File: config.mk
export PLATFORM = sky130hd
export DESIGN_NAME = wall_map
export DESIGN_NICKNAME = d
export VERILOG_FILES = /design/src/rtl/wall_map.sv
export SDC_FILE = /design/constraint.sdc
export NUM_CORES = 1
export LEC_CHECK = 0
export ABC_AREA = 1
export CAP_MARGIN = 20
export CELL_PAD_IN_SITES_DETAIL_PLACEMENT = 1
export CELL_PAD_IN_SITES_GLOBAL_PLACEMENT = 2
export CORE_MARGIN = 2
export CORE_UTILIZATION = 34
export DETAILED_ROUTE_END_ITERATION = 7
export PLACE_DENSITY = 0.8
export SLEW_MARGIN = 15
export SYNTH_ARGS = -nofsm -noshare
export SYNTH_HDL_FRONTEND = slang
export SYNTH_SLANG_ARGS = --single-unit
File: constraint.sdc
create_clock -name Clk -period 7.05 [get_ports Clk]
set_input_delay 1.41 -clock Clk [delete_from_list [all_inputs] [get_ports Clk]]
set_output_delay 1.41 -clock Clk [all_outputs]
set_load 0.005 [all_outputs]
File: src/rtl/wall_map.sv
// rtl/wall_map.sv - scrollable band of breakable brick tiles with hit handshake
// Optional horizontal scrolling is enabled by defining WALL_SCROLL_EN.
module wall_map #(
  parameter int TILE        = 20,
  parameter int ROW_Y       = 400,
  parameter int ROWS        = 2,
  parameter int H_RES       = 640,
  parameter int SCROLL_STEP = 4
) (
  input  logic                                    Clk,
  input  logic                                    Reset_n,
  input  logic                                    frame_clk,
  input  logic [9:0]                              DrawX,
  input  logic [9:0]                              DrawY,
  input  logic                                    hit_valid,
  input  logic [9:0]                              hit_x,
  input  logic [9:0]                              hit_y,
  output logic                                    hit_ready,
  output logic                                    hit_done,
  output logic                                    hit_result,
  output logic                                    wall,
  output logic                                    brick,
  output logic [$clog2(TILE*TILE)-1:0]            wall_pic_addr,
  output logic [$clog2(ROWS*(H_RES/TILE)+1)-1:0]  bricks_left
);

  localparam int COLS = H_RES / TILE;
  localparam int NB   = ROWS * COLS;
  localparam int AW   = $clog2(TILE * TILE);
  localparam int CW   = $clog2(NB + 1);
  localparam int IW   = (NB > 1) ? $clog2(NB) : 1;

  typedef struct packed {
    logic          in_band;
    logic [IW-1:0] idx;
    logic [AW-1:0] addr;
  } pt_t;

  typedef enum logic [1:0] {S_IDLE, S_CHECK, S_RESP} state_t;

  // Shared by the pixel path and the hit path so both resolve a point identically.
  function automatic pt_t map_pt(input logic [9:0] x, input logic [9:0] y, input logic [9:0] sc);
    logic [10:0] s;
    logic [9:0]  dy;
    int          col, row, xo, yo;
    pt_t         p;
    s = {1'b0, x} + {1'b0, sc};
    if (s >= 11'(H_RES)) s = s - 11'(H_RES);
    dy  = y - 10'(ROW_Y);
    col = int'(s) / TILE;
    xo  = int'(s) % TILE;
    row = int'(dy) / TILE;
    yo  = int'(dy) % TILE;
    p.in_band = ({1'b0, x} < 11'(H_RES)) && ({1'b0, y} >= 11'(ROW_Y)) &&
                ({1'b0, y} < 11'(ROW_Y + ROWS * TILE));
    p.idx  = p.in_band ? IW'(row * COLS + col) : '0;
    p.addr = p.in_band ? AW'(xo + yo * TILE) : '0;
    return p;
  endfunction

  logic [9:0] scroll;

`ifdef WALL_SCROLL_EN
  logic        frame_q;
  logic [10:0] scroll_sum;

  assign scroll_sum = {1'b0, scroll} + 11'(SCROLL_STEP);

  always_ff @(posedge Clk or negedge Reset_n) begin
    if (!Reset_n) begin
      frame_q <= 1'b0;
      scroll  <= '0;
    end else begin
      frame_q <= frame_clk;
      if (frame_clk && !frame_q)
        scroll <= (scroll_sum >= 11'(H_RES)) ? 10'(scroll_sum - 11'(H_RES)) : scroll_sum[9:0];
    end
  end
`else
  logic unused_frame;
  assign scroll       = '0;
  assign unused_frame = frame_clk;
`endif

  logic [NB-1:0] bmap;
  state_t        state;
  logic [9:0]    hx, hy, hs;
  logic          res;
  logic          ready_q;
  pt_t           hp, pp;

  assign hp = map_pt(hx, hy, hs);
  assign pp = map_pt(DrawX, DrawY, scroll);

  // ready_q resets high so the port is 1 as soon as reset releases.
  assign hit_ready = ready_q & Reset_n;

  always_ff @(posedge Clk or negedge Reset_n) begin
    if (!Reset_n) begin
      state       <= S_IDLE;
      bmap        <= '1;
      bricks_left <= CW'(NB);
      hx          <= '0;
      hy          <= '0;
      hs          <= '0;
      res         <= 1'b0;
      ready_q     <= 1'b1;
      hit_done    <= 1'b0;
      hit_result  <= 1'b0;
    end else begin
      case (state)
        S_IDLE: begin
          hit_done   <= 1'b0;
          hit_result <= 1'b0;
          ready_q    <= 1'b1;
          if (hit_valid && ready_q) begin
            hx      <= hit_x;
            hy      <= hit_y;
            hs      <= scroll;
            ready_q <= 1'b0;
            state   <= S_CHECK;
          end
        end
        S_CHECK: begin
          if (hp.in_band && bmap[hp.idx] && (bricks_left != '0)) begin
            bmap[hp.idx] <= 1'b0;
            bricks_left  <= bricks_left - CW'(1);
            res          <= 1'b1;
          end else begin
            res <= 1'b0;
          end
          state <= S_RESP;
        end
        S_RESP: begin
          hit_done   <= 1'b1;
          hit_result <= res;
          ready_q    <= 1'b1;
          state      <= S_IDLE;
        end
        default: state <= S_IDLE;
      endcase
    end
  end

  always_ff @(posedge Clk or negedge Reset_n) begin
    if (!Reset_n) begin
      wall          <= 1'b0;
      brick         <= 1'b0;
      wall_pic_addr <= '0;
    end else begin
      wall          <= pp.in_band;
      brick         <= pp.in_band & bmap[pp.idx];
      wall_pic_addr <= pp.addr;
    end
  end

endmodule

* Word-level counts from Yosys, hierarchy flattened
Index checks and enable logic that the tools add are counted.
Operators by class: add/sub/neg operators 8, multipliers 1, divide/modulo/power cells 6, magnitude comparators 11, equal/unequal tests 3, muxes and demuxes 18, bitwise gates (word level) 4, reduce and logical (&&, ||, !) cells 13
Operator list (count):
- $and A64 B64 Y64 | 1
- $div A11 B6 Y32 const B | 2
- $div A12 B6 Y32 const B | 2
- $not A64 Y64 | 1
- $mod A11 B6 Y32 const B | 1
- $mod A12 B6 Y32 const B | 1
- $mul A32 B4 Y7 const B | 1
- $mux W11 | 2
- $sub A10 B10 Y11 const B | 2
- $ge A10 B10 Y1 const B | 2
- $ge A10 B9 Y1 const B | 2
- $lt A10 B10 Y1 const B | 2
- $lt A10 B9 Y1 const B | 2
- $sub A10 B9 Y10 const B | 2
- $lt A6 B7 Y1 const B | 2
- $add A6 B6 Y6 | 2
- $bmux W1 S6 | 2
- $mux W6 | 2
- $add A9 B9 Y9 | 1
- $mux W9 | 1
- $logic_and A1 B1 Y1 | 8
- $reduce_bool A7 Y1 | 1
- $sub A7 B1 Y7 const B | 1
- $demux W1 S6 | 1
- 12 further kinds | 20
Word-level totals: register bits 108, input bits 44, output and inout bits 21, word-level logic and storage cells 76

* Depth between registers and ports, before layout
depth in word-level cells 11, mapped depth 59, gate-level depth less buffers 57

* Worst setup path after synthesis
Ideal clock, no wire load.
kind in2reg, start in DrawY[4], end reg wall_pic_addr[8], library setup time 121 ps, arrival 7930 ps, data required time 6929 ps, setup slack -1002 ps, stages on the path 51, path through inv_1 > ha_1 > nand2_1 > nand2_1 > xor2_1 > nand2_1 > ha_1 > o21ai_0 > inv_1 > nor2_1 > nand2_1 > xor2_1 > nand2_1 > nand2_1 > nand2_1 > inv_1 > nand2_1 > nand2_1 > (+15 left out) > nand3_1 > nor2_1 > nand2_1 > nand2_1 > xor2_1 > inv_1 > ha_1 > ha_1 > fa_1 > ha_1 > nand2_1 > nand2_1 > a21oi_1 > xor2_1 > xnor3_1 > xnor2_1 > nor2_1 > nor2_1
RTL lines:
- from (decl) | line 14 | input logic [9:0] DrawY,
- to (signal assigned) | line 153 | wall_pic_addr <= pp.addr;
- to (decl) | line 23 | output logic [$clog2(TILE*TILE)-1:0] wall_pic_addr,

==> metrics.md <==
| Metric | Value |
|---|---|
| Tcrit/Tclk final | `1.09` |
| Post-synthesis xor/xnor area fraction | `0.0380` |
| Setup crit start kind | `input pin` |
| GPL Wtd Cong | `slightly above 0.8` |
| Worst Path Max Fanout | `8` |
| Synth cell count leaders | `434 x nand2_1, 228 x nand3_1, 208 x inv_1` |
| GR peak layer | `met2` |
| Largest net degree at the start of global routing | `60` |
| GRT Total Usage | `0.241` |
| Simple-Gate Fraction of Synth Area | `0.428` |
| Reg2reg end | `bricks_left[4]` |
| Met1 Use GR | `0.298` |
| Main combinational cell family by area after synthesis | `simple AND/OR/NAND/NOR gates` |
| Synth area leaders | `dfstp_2 18%, nand2_1 17%, nand3_1 12%, dfrtp_1 11%, inv_1 8.0%` |
| Synth Area in Adders | `0.0387` |
| Kind of critical path | `input pin to flip-flop` |
| Antenna diodes | `0` |
| Synth Net Count | `1589` |
| Reg2Reg Setup Slack | `0.55 ns` |
| WP buf/inv | `13` |
| Post-synth top flop | `dfstp_2` |
| Mux cell area share after synthesis | `0` |
| Synthesized area | `slightly below 10000 sq um` |
| # fillers | `~3600` |
| Setup ws final | `-0.667 ns` |
| CTS max path bufs | `2` |
| Nets | `slightly below 2000` |
| Full die area | `30100 sq um` |
| Synth warn | `0` |
| Netlist cell types | `49` |
| Worst Tran Pin Value | `0.856 ns` |
| Vias/cell | `~5.1` |
| Max Slew Vio Count | `0` |
| CP delay by family, top | `simple AND/OR/NAND/NOR gates` |
| Yosys top cell by area | `dfstp_2` |
| Crit path largest cell delay | `roughly 0.53 ns` |
| Violated checks | `negative setup slack` |
| DRC | `0` |
| # IOs | `65` |
| Detail Route Antenna Nets | `0` |
| Cells after synthesis | `1516` |
| Max-cap violations | `0` |
| Reg2reg path depth | `53` |
| CTS Sinks | `approximately 110` |
| Compound-gate portion of the synthesized area | `0.0938` |
| Post-route minimum period | `7.72 ns` |
| Congestion Overflow GR | `0` |
| Hold Crit Class | `flip-flop to flip-flop` |
| Filler-free cell count of the finished design | `around 2300` |
| Fraction of layout cells with a size suffix above 1 | `0.400` |
| CTS clk-pin slew, worst paths | `roughly 0.09 ns` |
| Clock root buffer | `clkbuf_16` |
| Worst r2r src | `hx[7]` |
| Initial drt markers | `about 500` |
| CORE AREA | `28500 sq um` |
| CTS tree | `done` |
| Number of buffers added on ports | `63` |
| DP Area | `12800 sq um` |
| Met2 Usage GRT | `0.453` |
| Crit-path slowest cell | `fa_1` |
| EDFF count, synth | `0` |
| CP Capture Type | `flip-flop` |
| Clock Skew | `0.0140 ns` |
| Die height | `~170 microns` |
| Fin. Hold Viols | `0` |
| Total wire length | `approximately 40000 microns` |
| Post-route cell area | `about 15000 sq um` |
| Hpwl dp | `~26000 microns` |
| Row cnt | `62` |
| WHS Path Cells | `2` |
| Initial core utilization | `0.343` |
| CTS Buf Count | `9` |
| Top-area cell type share of the netlist area | `0.178` |
| Met3 Usage GRT | `0.0206` |
| Die span in x | `173 microns` |
| Status | `finished with violations` |
| Ys async rst share | `1.00` |
| Crit path DAT | `approximately 8 ns` |
| Seq/Total Area, Yosys | `0.285` |
| Vias in the first global route | `12425` |
| First-pass DRT Iterations | `5` |
| Global-route wire length before repair | `60500 microns` |
| Area Growth Syn to Fin | `52.3%` |
| Number of antenna violations at the first check in global routing | `0` |
| Placed cell count | `2174` |
| Critical Path Most Common Cell | `nand2_2` |
| Final setup viols | `4` |
| Syn Area/Cell | `6.44 sq um` |
| CTS H-tree lvls | `3` |
| Setup TNS | `-1.20 ns` |
| Worst skew pair latency | `~0.36 ns` |
| Critical Path Sink | `wall_pic_addr[8]` |
| Via count | `around 12000` |
| Seq cells post-synth | `around 110` |
| RSZ-0062 raised after global routing | `true` |
| Max Fclk | `130 MHz` |
| Worst slew margin | `0.426` |
| WP data required | `7.31 ns` |
| Average routed wire per standard cell | `roughly 17 microns` |
| Top-count cell post-synth | `nand2_1` |
| Cell depth of the worst setup path | `52` |
| Origin of the worst setup path | `DrawY[5]` |
-- cell type report --
type,count,area [sq um],share of cell area
clock buffer,11,264,0.0178
clock inverter,5,50.0,0.00337
inverter,239,918,0.0618
multi-input combinational,1135,7090,0.477
sequential,108,2790,0.187
tap,384,480,0.0323
timing repair buffer,397,3280,0.221
-- cells by family (layout without fill, tap and decap cells) --
group                    after synthesis  after routing
adder cells (fa/ha/maj)               29             29
XOR/XNOR                              40             40
flip-flops                           108            108
AND/OR/NAND/NOR                      908            909
AO/OA/AOI/OAI                        157            157
buffers and inverters                274            652
-- worst reg2reg max path, delay by kind of cell, from the launching register on --
kind	cells	cell delay (ns)
buf+inv	12	1.33
flops	1	0.40
simple gates	36	3.61
fa+ha+maj	3	0.63
compound gates	2	0.41
-- repair_timing --
| action | in CTS | in global routing |
|---|---|---|
| gates resized for setup | 178 | 171 |
| setup endpoints to repair | 7 | 78 |
| setup buffers | 47 | 41 |
| gates cloned | 0 | 3 |
| hold buffers | 0 | 0 |
| pin swaps | 113 | 126 |
-- per-layer routing --
layer,share of wire,wire length (microns)
met1,0.42,16800
met2,0.53,21000
met3,0.021,840
met4,0.024,941
met5,0,0
-- registers in the layout (all words and copies together) (netlist names), 2 cells and up --
| register | cells |
|---|---|
| hy | 10 |
| state | 2 |
| bmap | 64 |
| hx | 10 |
| wall_pic_addr | 9 |
| bricks_left | 7 |
-- how the worst min path moves through the flow --
stage	start	to
floorplan	bmap[15]	bmap[15]
global placement	bmap[39]	bmap[39]
detailed placement	bmap[19]	bmap[19]
CTS	bmap[30]	bmap[30]
global route	bmap[23]	bmap[23]
finish	bmap[30]	bmap[30]
-- cell usage in the layout (no fill, tap or decap), types with 8 or more instances in the layout --
cell             instances
nand2_1                341
buf_4                  312
nand3_1                191
inv_1                  183
nor2_1                  90
nand2_2                 82
dfstp_2                 66
a31oi_1                 64
nand4_1                 48
inv_2                   46
clkdlybuf4s50_1         46
dfrtp_1                 41
o21ai_0                 38
nand2_4                 34
nand3_2                 33
nor2_4                  23
xor2_1                  23
nor2_2                  23
nand3_4                 18
ha_1                    15
buf_6                   13
clkbuf_16               12
a21oi_2                 10
o21ai_1                  9
o21ai_2                  8
buf_12                   8
-- stage by stage --
stage               setup slack, ns  utilization  hold WS, ns
floorplan                    -0.437            -        0.427
global placement              -1.29        0.448        0.434
detailed placement            -1.50        0.448        0.443
CTS                          -0.463        0.490        0.456
global route                  -1.08        0.522        0.470
finish                       -0.667        0.522        0.454
Power is left out: the tool's default activity adds up to more than one toggle a clock period on the data nets, which glitch-free logic cannot reach.
